**src/rtl/param_universal_shift_reg.sv**
```systemverilog
// Parametrised universal shift register: takes op/amount/data over valid/ready and runs shifts one bit per clock.
// Latency: LOAD/CLEAR/NOP and zero-amount shifts finish on the accept edge; k-bit shifts take k edges. done follows; cmd_ready returns after done.
// Backpressure: cmd_ready is high only in IDLE; cmd_valid at any other time is ignored, not queued.
module param_universal_shift_reg #(
  parameter int WIDTH = 4,
  parameter int AMT_W = 3
) (
  input  logic             clk,
  input  logic             rst,
  input  logic             cmd_valid,
  output logic             cmd_ready,
  input  logic [2:0]       cmd_op,
  input  logic [AMT_W-1:0] cmd_amt,
  input  logic [WIDTH-1:0] cmd_data,
  input  logic             ser_in,
  output logic [WIDTH-1:0] outp,
  output logic             ser_out,
  output logic             busy,
  output logic             done
);

  localparam logic [1:0] ST_IDLE  = 2'd0;
  localparam logic [1:0] ST_SHIFT = 2'd1;
  localparam logic [1:0] ST_DONE  = 2'd2;

  localparam logic [2:0] OP_NOP   = 3'b000;
  localparam logic [2:0] OP_SHR   = 3'b001;
  localparam logic [2:0] OP_SHL   = 3'b010;
  localparam logic [2:0] OP_LOAD  = 3'b011;
  localparam logic [2:0] OP_ROR   = 3'b100;
  localparam logic [2:0] OP_ROL   = 3'b101;
  localparam logic [2:0] OP_ASR   = 3'b110;
  localparam logic [2:0] OP_CLEAR = 3'b111;

  localparam logic [AMT_W-1:0] AMT_MAX = AMT_W'(WIDTH);
  localparam logic [AMT_W-1:0] AMT_ONE = AMT_W'(1);

  logic [1:0]       state_q, state_d;
  logic [WIDTH-1:0] outp_q, outp_d;
  logic             ser_out_q, ser_out_d;
  logic [2:0]       op_q, op_d;
  logic [AMT_W-1:0] cnt_q, cnt_d;

  logic [AMT_W-1:0] amt_clamped;
  logic [2:0]       step_op;
  logic [WIDTH-1:0] step_val;
  logic             step_bit;

  assign amt_clamped = (cmd_amt > AMT_MAX) ? AMT_MAX : cmd_amt;
  // On the accept edge the op has not been latched yet, so use the live command.
  assign step_op     = (state_q == ST_IDLE) ? cmd_op : op_q;

  always_comb begin
    step_val = outp_q;
    step_bit = ser_out_q;
    case (step_op)
      OP_SHR: begin
        step_val = {ser_in, outp_q[WIDTH-1:1]};
        step_bit = outp_q[0];
      end
      OP_SHL: begin
        step_val = {outp_q[WIDTH-2:0], ser_in};
        step_bit = outp_q[WIDTH-1];
      end
      OP_ROR: begin
        step_val = {outp_q[0], outp_q[WIDTH-1:1]};
        step_bit = outp_q[0];
      end
      OP_ROL: begin
        step_val = {outp_q[WIDTH-2:0], outp_q[WIDTH-1]};
        step_bit = outp_q[WIDTH-1];
      end
      OP_ASR: begin
        step_val = {outp_q[WIDTH-1], outp_q[WIDTH-1:1]};
        step_bit = outp_q[0];
      end
      default: begin
        step_val = outp_q;
        step_bit = ser_out_q;
      end
    endcase
  end

  always_comb begin
    state_d   = state_q;
    outp_d    = outp_q;
    ser_out_d = ser_out_q;
    op_d      = op_q;
    cnt_d     = cnt_q;
    case (state_q)
      ST_IDLE: begin
        if (cmd_valid) begin
          op_d = cmd_op;
          case (cmd_op)
            OP_NOP: state_d = ST_DONE;
            OP_LOAD: begin
              outp_d  = cmd_data;
              state_d = ST_DONE;
            end
            OP_CLEAR: begin
              outp_d    = '0;
              ser_out_d = 1'b0;
              state_d   = ST_DONE;
            end
            default: begin
              if (amt_clamped == '0) begin
                state_d = ST_DONE;
              end else begin
                outp_d    = step_val;
                ser_out_d = step_bit;
                cnt_d     = amt_clamped - AMT_ONE;
                state_d   = (amt_clamped == AMT_ONE) ? ST_DONE : ST_SHIFT;
              end
            end
          endcase
        end
      end
      ST_SHIFT: begin
        outp_d    = step_val;
        ser_out_d = step_bit;
        cnt_d     = cnt_q - AMT_ONE;
        if (cnt_q == AMT_ONE) begin
          state_d = ST_DONE;
        end
      end
      ST_DONE:  state_d = ST_IDLE;
      default:  state_d = ST_IDLE;
    endcase
  end

  always_ff @(posedge clk) begin
    if (!rst) begin
      state_q   <= ST_IDLE;
      outp_q    <= '0;
      ser_out_q <= 1'b0;
      op_q      <= OP_NOP;
      cnt_q     <= '0;
    end else begin
      state_q   <= state_d;
      outp_q    <= outp_d;
      ser_out_q <= ser_out_d;
      op_q      <= op_d;
      cnt_q     <= cnt_d;
    end
  end

  assign outp      = outp_q;
  assign ser_out   = ser_out_q;
  assign cmd_ready = (state_q == ST_IDLE);
  assign busy      = (state_q == ST_SHIFT);
  assign done      = (state_q == ST_DONE);

endmodule

```
**config.mk**
```make
export PLATFORM = sky130hd
export DESIGN_NAME = param_universal_shift_reg
export DESIGN_NICKNAME = d
export VERILOG_FILES = /design/src/rtl/param_universal_shift_reg.sv
export SDC_FILE = /design/constraint.sdc
export NUM_CORES = 1
export LEC_CHECK = 0
export BUFFER_PORTS_ARGS = -buffer_cell sky130_fd_sc_hd__buf_2
export CAP_MARGIN = 25
export CORE_UTILIZATION = 50
export CTS_CLUSTER_DIAMETER = 200
export DETAILED_ROUTE_END_ITERATION = 10
export PLACE_DENSITY = 0.73
export REMOVE_ABC_BUFFERS = 1
export SYNTH_ARGS = -nofsm -noshare
export SYNTH_HDL_FRONTEND = slang
export SYNTH_SLANG_ARGS = --single-unit
```
**constraint.sdc**
```tcl
create_clock -name clk -period 2.2 [get_ports clk]
set_clock_uncertainty 0.2 [all_clocks]
set_input_delay 0.11 -clock clk [delete_from_list [all_inputs] [get_ports clk]]
set_output_delay 0.11 -clock clk [all_outputs]
set_load 0.005 [all_outputs]
```
; ---- Word level (Yosys, flattened, before mapping)
; Cells that the tools add are included.
[word_totals]
input_bits = 14
word_cells = 62
ff_bits = 13
out_inout_bits = 8
[classes]
reduce_logical = 13
order_cmp = 1
muxes = 22
eq_ne = 19
add_sub_neg = 2
[op_table]
columns = operator, count
row1 = one-hot mux 4 bit (5 select lines), 1
row2 = two-way mux 3 bit, 5
row3 = "equality test 3 bit, second input constant", 4
row4 = one-hot mux 4 bit (3 select lines), 1
row5 = AND reduction 4 bit, 3
row6 = two-way mux 2 bit, 5
row7 = "inequality test 2 bit, second input constant", 5
row8 = "equality test 3 x 1 -> 1 bit, second input constant", 3
row9 = two-way mux 4 bit, 2
row10 = one-hot mux 4 bit (2 select lines), 1
row11 = "equality test 3 x 2 -> 1 bit, second input constant", 2
row12 = logical NOT 3 bit, 2
row13 = one-hot mux 1 bit (2 select lines), 3
row14 = one-hot mux 3 bit (2 select lines), 1
row15 = OR reduction 3 bit, 2
row16 = "subtractor 3 x 1 -> 3 bit, second input constant", 2
row17 = "inequality test 4 x 2 -> 1 bit, second input constant", 1
row18 = one-hot mux 2 bit (2 select lines), 1
row19 = AND reduction 2 bit, 2
row20 = OR reduction 2 bit, 2
row21 = "greater-than comparator 3 bit, second input constant", 1
row22 = "inequality test 3 x 2 -> 1 bit, second input constant", 1
row23 = "equality test 2 x 1 -> 1 bit, second input constant", 1
row24 = "equality test 2 bit, second input constant", 1
row25 = 4 further kinds, 5

; ---- Longest topological paths before layout
; Gate-level depths: netlist of the first run.
[logic_depth]
ltp_word = 9
ltp_mapped = 7

; ---- Worst setup path after synthesis of the first run
; No wires, ideal clock.
[synth_timing]
path_type = reg2reg
start = register state_q[1]
end = register outp_q[3], in the netlist outp[3]
path_buffers = 1
setup_ps = 122
t_arrival_ps = 1558
t_required_ps = 1878
synth_period_minus_slack_ps = 1879
stages_incl_launch_ff = 7
path_slack_ps = 321
path_cell_list = dfxtp_1 buf_6 nor2_4 mux2i_1 mux2i_2 nor2_1 o311a_1
[synth_via]
elab_chain_len = 8
[synth_rtl]
columns = element, line
row1 = start: declaration, 38  ; logic [1:0] state_q, state_d;
row2 = start signal: assignment, 139  ; state_q <= state_d;
row3 = logical NOT 2 bit, "51, 90"
row4 = two-way mux 3 bit, 51  ; assign step_op = (state_q == ST_IDLE) ? cmd_op : op_q;
row5 = equality test 3 bit (tied with other cells), 56  ; case (step_op)
row6 = one-hot mux 4 bit (5 select lines), 56
row7 = two-way mux 4 bit, 106  ; if (amt_clamped == '0) begin
row8 = one-hot mux 4 bit (3 select lines), 94  ; case (cmd_op)
row9 = two-way mux 4 bit, 92  ; if (cmd_valid) begin
row10 = one-hot mux 4 bit (2 select lines), 90  ; case (state_q)
row11 = end signal: assignment, 140  ; outp_q <= outp_d;
row12 = end: declaration, 39  ; logic [WIDTH-1:0] outp_q, outp_d;
; Parallel ways exist; a longest one is shown, timed or not. The select of a mux whose other input is x is not followed.
; A chain may end at the register's enable or synchronous reset.

; ---- Worst setup path after layout of the first run
; Ends and elaborated chain as after synthesis.

==> flow_summary.toml, run 1 <==
[setup_path]
path_max_fanout = 9
path_delay_family = "simple AND/OR/NAND/NOR gates"
arrival_ps = 2010
worst-setup-path-type = "reg -> reg"
cpPeakStageDelay_ps = 550
cp.buffers_inverters = 0
startpoint_type = "flip-flop"
path_cells = "and2b_1 -> nor2_1 -> o21ai_0 -> mux2_1 -> o311a_1"
cp-end-kind = "flip-flop"
required_ps = 2180
critPathSlowestCell = "dfxtp_1"

[synthesis]
syn_avg_cell_area_sq_um = 8.419
syn_area_sq_um = 1179
synth_seq_cells = 13
ys_types = 51
async_reset_ff_share_pct = 0
ys.flop_type = "dfxtp_1"
synth_edf_count = 0
synthCells = 140
ys_seq_area_share_pct = 22.08
yosys_warnings = 0

[routing]
drcViolationCount = 0
ant_nets = 0
drt-total-wl_mm = 3.036
vias_per_cell = 6.183
wl_per_cell_um = 15.90
num_vias = 1181
drt_iter0_drc = 35
drtPass1Iterations = 4

[global_routing]
antenna_found_initial = 0
grt_pass1_vias = 1111
grt_usage_pct = 26.17
use_met3_pct = 3.636
grt_pass1_wl_mm = 5.050
grt_max_degree = 17
top_usage_layer = "met2"
grt_overflow = 0
grt_use_met2_pct = 43.56
gr-usage-met1_pct = 34.26

[die]
die_h_um = 50.55
die_area_sq_um = 2555
initial_utilization_pct = 53.28
core_area_sq_um = 2212
rows = 17
ioPinCount = 22
die_width_um = 50.55

[layout]
drive_above_1_share_pct = 25.15
nets = 182
antenna_cells = 0
mostFrequentLayoutCells = "buf_2, nor2_1, dfxtp_1"
final_common_cell = "buf_2"
syn_to_final_growth_pct = 13.38
fillers = 216

[sta]
period_needed_ps = 2031
rsz0062_at_grt = "false"
drv_slew = 0
worst_pin_slew_ps = 372.3
whs_ps = 22.69
max_freq_mhz = 492.5
hold_viol_final = 0
fin_tns_setup_ps = 0
final.setup.worst_slack_ps = 169.3
relSlewSlack_pct = 74.99
setup_viol = 0
period_share_pct = 92.30

[clock_network]
numCtsBuffers = 3
cts_buffer_depth = 2
cts.repair.resized = 0
cts_sinks = 13
insertion_delay_ps = 280
htree_levels = 1
clk_pin_slew_ps = 90
hold_buffers = 2
cts_setup_buffers = 0
cts_tree = "built"
cts-root-buf = "clkbuf_4"

[outcome]
status = "finished, final reports clean"

[place]
portBuffers = 21
dp_slack_ps = 211.1
routabilityCongestion = 0.8587
dp_hpwl_mm = 2.237

[pwr]
clockPowerShare_pct = 19.7
p_int_w = 0.0004912
power_leakage_nw = 0.5521
switching_share_pct = 38.08
switchingPower_w = 0.0003021
pwr_density_cell_nw_per_um2 = 593.6
ir_worst_vdd_mv = 0.3773
p_seq_share_pct = 39.2
power_frac_comb_pct = 41.0

[run]
cap_violations = 0

[min_path]
worst_hold_path_type = "in -> reg"
-- per-layer routing --
metal | part of all wire [%] | vias to the layer above | routed length, um
met3 | 4.1 | 8 | 123
met1 | 47 | 566 | 1419
met4 | 1.7 | 0 | 53
li1 | - | 568 | -
met2 | 47 | 39 | 1440
met5 | 0 | - | 0
-- cells by family (layout without fill, tap and decap cells) --
| logic type | count (synthesis) | count (layout) | synth area share, % |
|---|---|---|---|
| flops | 13 | 13 | 22.08 |
| mux | 11 | 11 | 9.979 |
| fa+ha+maj | 4 | 4 | 4.246 |
| xor+xnor | 2 | 2 | 1.486 |
| simple gates | 49 | 49 | 24.74 |
| buf+inv | 18 | 41 | 8.492 |
| compound gates | 43 | 43 | 28.98 |
-- power by group through the flow --
stage               clock, W  sequential, W  combinational [W]
finish              0.000156       0.000311           0.000326
global route        0.000170       0.000315           0.000359
CTS                 0.000159       0.000309           0.000324
detailed placement         0       0.000314           0.000319
global placement           0       0.000312           0.000310
floorplan                  0       0.000306           0.000216
-- metrics by stage --
stage	power (W)	util [%]	cell area [sq um]	std cells
after CTS	0.0007916	60.41	1336	191
after floorplan	0.0005214	-	1112	131
after detailed placement	0.0006332	58.31	1290	185
final	0.0007932	60.41	1336	191
after global routing	0.0008447	60.41	1336	191
after global placement	0.0006219	58.31	1290	185
-- Yosys cell counts, types with 2 or more instances --
| cell | instances | area, sq um |
|---|---|---|
| mux2_1 | 2 | 22.52 |
| nand3_1 | 3 | 15.01 |
| a21oi_2 | 2 | 17.52 |
| mux2i_1 | 7 | 70.07 |
| o21ai_2 | 2 | 17.52 |
| a32oi_1 | 2 | 17.52 |
| nor3_1 | 2 | 10.01 |
| or4b_1 | 2 | 20.02 |
| o211ai_1 | 2 | 15.01 |
| a211oi_1 | 2 | 15.01 |
| o221ai_1 | 5 | 43.79 |
| o21ai_1 | 2 | 10.01 |
| buf_2 | 2 | 10.01 |
| nand2b_1 | 9 | 56.30 |
| buf_4 | 4 | 30.03 |
| nor4b_1 | 3 | 26.28 |
| nand2_1 | 6 | 22.52 |
| dfxtp_1 | 13 | 260.3 |
| nor4bb_1 | 2 | 20.02 |
| inv_1 | 9 | 33.78 |
| nor2_1 | 13 | 48.80 |
| buf_6 | 2 | 22.52 |
| a21oi_1 | 6 | 30.03 |
| o21ai_0 | 7 | 35.03 |
| a311oi_1 | 2 | 17.52 |
| ha_1 | 4 | 50.05 |
-- layout make-up --
cell class                      instances  area [sq um]  share of cell area, %
Sequential cell                        13         260.3                  19.48
Tap cell                               28         35.03                  2.622
Inverter                                9         33.78                  2.528
Timing Repair Buffer                   28         162.7                  12.17
Multi-Input combinational cell        109         818.3                  61.24
Clock buffer                            4         26.28                  1.966
-- path summary, 6_finish.rpt --
check | startpoint | end | slack (ps) | depth (start not counted)
max | state_q[1] | outp[3] | 170 | 5
min | cmd_amt[0] | cnt_q[0] | 20 | 4
max reg2reg | state_q[1] | outp[3] | 170 | 5
min reg2reg | cnt_q[1] | cnt_q[1] | 310 | 2
-- registers in the layout, indices dropped and copies added, names as in the netlist --
register,count
outp,4
cnt_q,3
op_q,3
state_q,2
ser_out,1
-- worst register-to-register path, stage by stage (launching register included) --
cell     delay [ps]
dfxtp_1         550
and2b_1         320
nor2_1          250
o21ai_0         160
mux2_1          330
o311a_1         120
Note: power is estimated with default switching activity, not from simulation.
==> inputs of run 2 (changes only) <==
==> constraint.sdc (replaced) <==
create_clock -name clk -period 2.2 [get_ports clk]
set_clock_uncertainty 0.2 [all_clocks]
set_input_delay 0.44 -clock clk [delete_from_list [all_inputs] [get_ports clk]]
set_output_delay 0.44 -clock clk [all_outputs]
set_load 0.005 [all_outputs]
==> run 2 against run 1 <==
Against the previous run:
- hold slack improved by 220 ps
- flip-flop and latch count did not move
- final cell count fell by 0.52%
==> flow_summary.toml, run 2 (synthesis results as in run 1) <==
[outcome]
status = "finished, final reports clean"

[layout]
largest_reg_flops = 4
final_common_cell = "buf_2"
fillers = 220
nets = 181
drive_above_1_share_pct = 26.54
mostFrequentLayoutCells = "buf_2, nor2_1, dfxtp_1"
antenna_cells = 0
syn_to_final_growth_pct = 12.42

[global_routing]
grt_overflow = 0
grt_max_degree = 14
antenna_found_initial = 0
grt_pass1_vias = 1011
grt_pass1_wl_mm = 4.602
grt_usage_pct = 23.61

[setup_path]
cp-end-kind = "flip-flop"
path_max_fanout = 11
cpPeakStageDelay_ps = 440
startpoint_type = "flip-flop"
worstReg2RegEnd = "ser_out"
worst-setup-path-type = "reg -> reg"
arrival_ps = 2060
critPathSlowestCell = "dfxtp_1"
required_ps = 2200
path_cells = "nor2_4 -> mux2i_1 -> mux2i_2 -> o221ai_1 -> a211oi_1"
reg2reg_slack_ps = 140
reg2reg_from = "state_q[0]"
ff2ff_path_depth = 5

[clock_network]
cts_buffer_depth = 2
insertion_delay_ps = 280
cts_sinks = 13
clk_pin_slew_ps = 90
numCtsBuffers = 3
htree_levels = 1
cts-root-buf = "clkbuf_4"
hold_buffers = 0
cts_tree = "built"

[routing]
drcViolationCount = 0
num_vias = 1165
wl_met1_mm = 1.276
vias_per_cell = 6.132
wl_per_cell_um = 15.07
drtPass1Iterations = 4
drt-total-wl_mm = 2.864
drt_iter0_drc = 31
route.met3.wl_um = 145
ant_nets = 0
met2_length_mm = 1.411
top_layer = "met4"

[pwr]
power_frac_comb_pct = 41.1
p_seq_share_pct = 39.2
switching_share_pct = 37.74
clockPowerShare_pct = 19.7
switchingPower_w = 0.0002958
pwr_density_cell_nw_per_um2 = 591.5
p_int_w = 0.0004880
ir_worst_vdd_mv = 0.3140
power_leakage_nw = 0.5476

[sta]
setup_viol = 0
period_needed_ps = 2061
fin_tns_setup_ps = 0
whs_ps = 244.3
drv_slew = 0
max_freq_mhz = 485.2
relSlewSlack_pct = 71.70
period_share_pct = 93.68
worst_pin_slew_ps = 424.0
hold_viol_final = 0
rsz0062_at_grt = "false"

[run]
cap_violations = 0

[die]
core_area_sq_um = 2212
ioPinCount = 22
die_area_sq_um = 2555
die_h_um = 50.55
die_width_um = 50.55
initial_utilization_pct = 53.28
rows = 17

[min_path]
worst_hold_path_type = "in -> reg"
holdPathStages = 3
min_from = "cmd_data[0]"
hold_end = "outp[0]"

[place]
portBuffers = 21
dp_hpwl_mm = 2.128
routabilityCongestion = 0.8706
run 2: cell count changes in the layout (fill, tap and decap cells not counted), sizes merged:
cell         before  now
buf              26   27
dlygate4sd3       2    0
run 2: what timing repair did:
action,in CTS,in global routing
setup buffers,0,0
endpoints found under the setup margin,0,1
gates resized for setup,0,1
run 2: how the worst max path moves through the flow:
stage | start | endpoint | slack, ps | depth (start not counted)
3_3_place_gp | cmd_amt[2] | outp[3] | 90 | 8
5_1_grt | state_q[0] | ser_out | 40 | 5
4_1_cts | state_q[0] | busy | 40 | 2
6_report | state_q[0] | ser_out | 140 | 5
2_1_floorplan | state_q[0] | outp[3] | 110 | 5
3_5_place_dp | cmd_amt[2] | outp[3] | 40 | 8
run 2: critical path: cells and delay by family (launching register included):
kind / cells / cell delay (ps)
simple gates: 1 / 200
mux: 2 / 670
flops: 1 / 440
compound gates: 2 / 470
run 2: cell type report:
class	count	area, sq um	share of cell area, %
clock buffers	4	26.28	1.983
inverters	9	33.78	2.550
multi-input cells	109	819.5	61.85
flip-flops and latches	13	260.3	19.64
well taps	28	35.03	2.644
repair buffers	27	150.1	11.33
run 2: power by group through the flow:
stage	clock (W)	combinational, W	sequential, W
after global routing	0.000171	0.000352	0.000313
final	0.000154	0.000322	0.000307
after global placement	0	0.000309	0.000311
after detailed placement	0	0.000318	0.000312
after CTS	0.000154	0.000321	0.000306
after floorplan	0	0.000216	0.000306
run 2: metal layers:
layer / GRT usage [%] / vias to the layer above
met5: 0 / -
met4: 8.333 / 0
met3: 3.030 / 4
met2: 39.56 / 34
met1: 30.81 / 562
li1: - / 565
run 2: metrics by stage:
stage          worst slack (ps)  instances  power (W)  area, sq um  utilization [%]
2_1_floorplan             108.0        131  0.0005214         1112                -
3_3_place_gp              94.70        186  0.0006194         1297            58.65
3_5_place_dp              36.67        186  0.0006300         1297            58.65
4_1_cts                   36.42        190  0.0007807         1324            59.84
5_1_grt                   40.51        190  0.0008357         1325            59.90
6_report                  139.0        190  0.0007837         1325            59.90
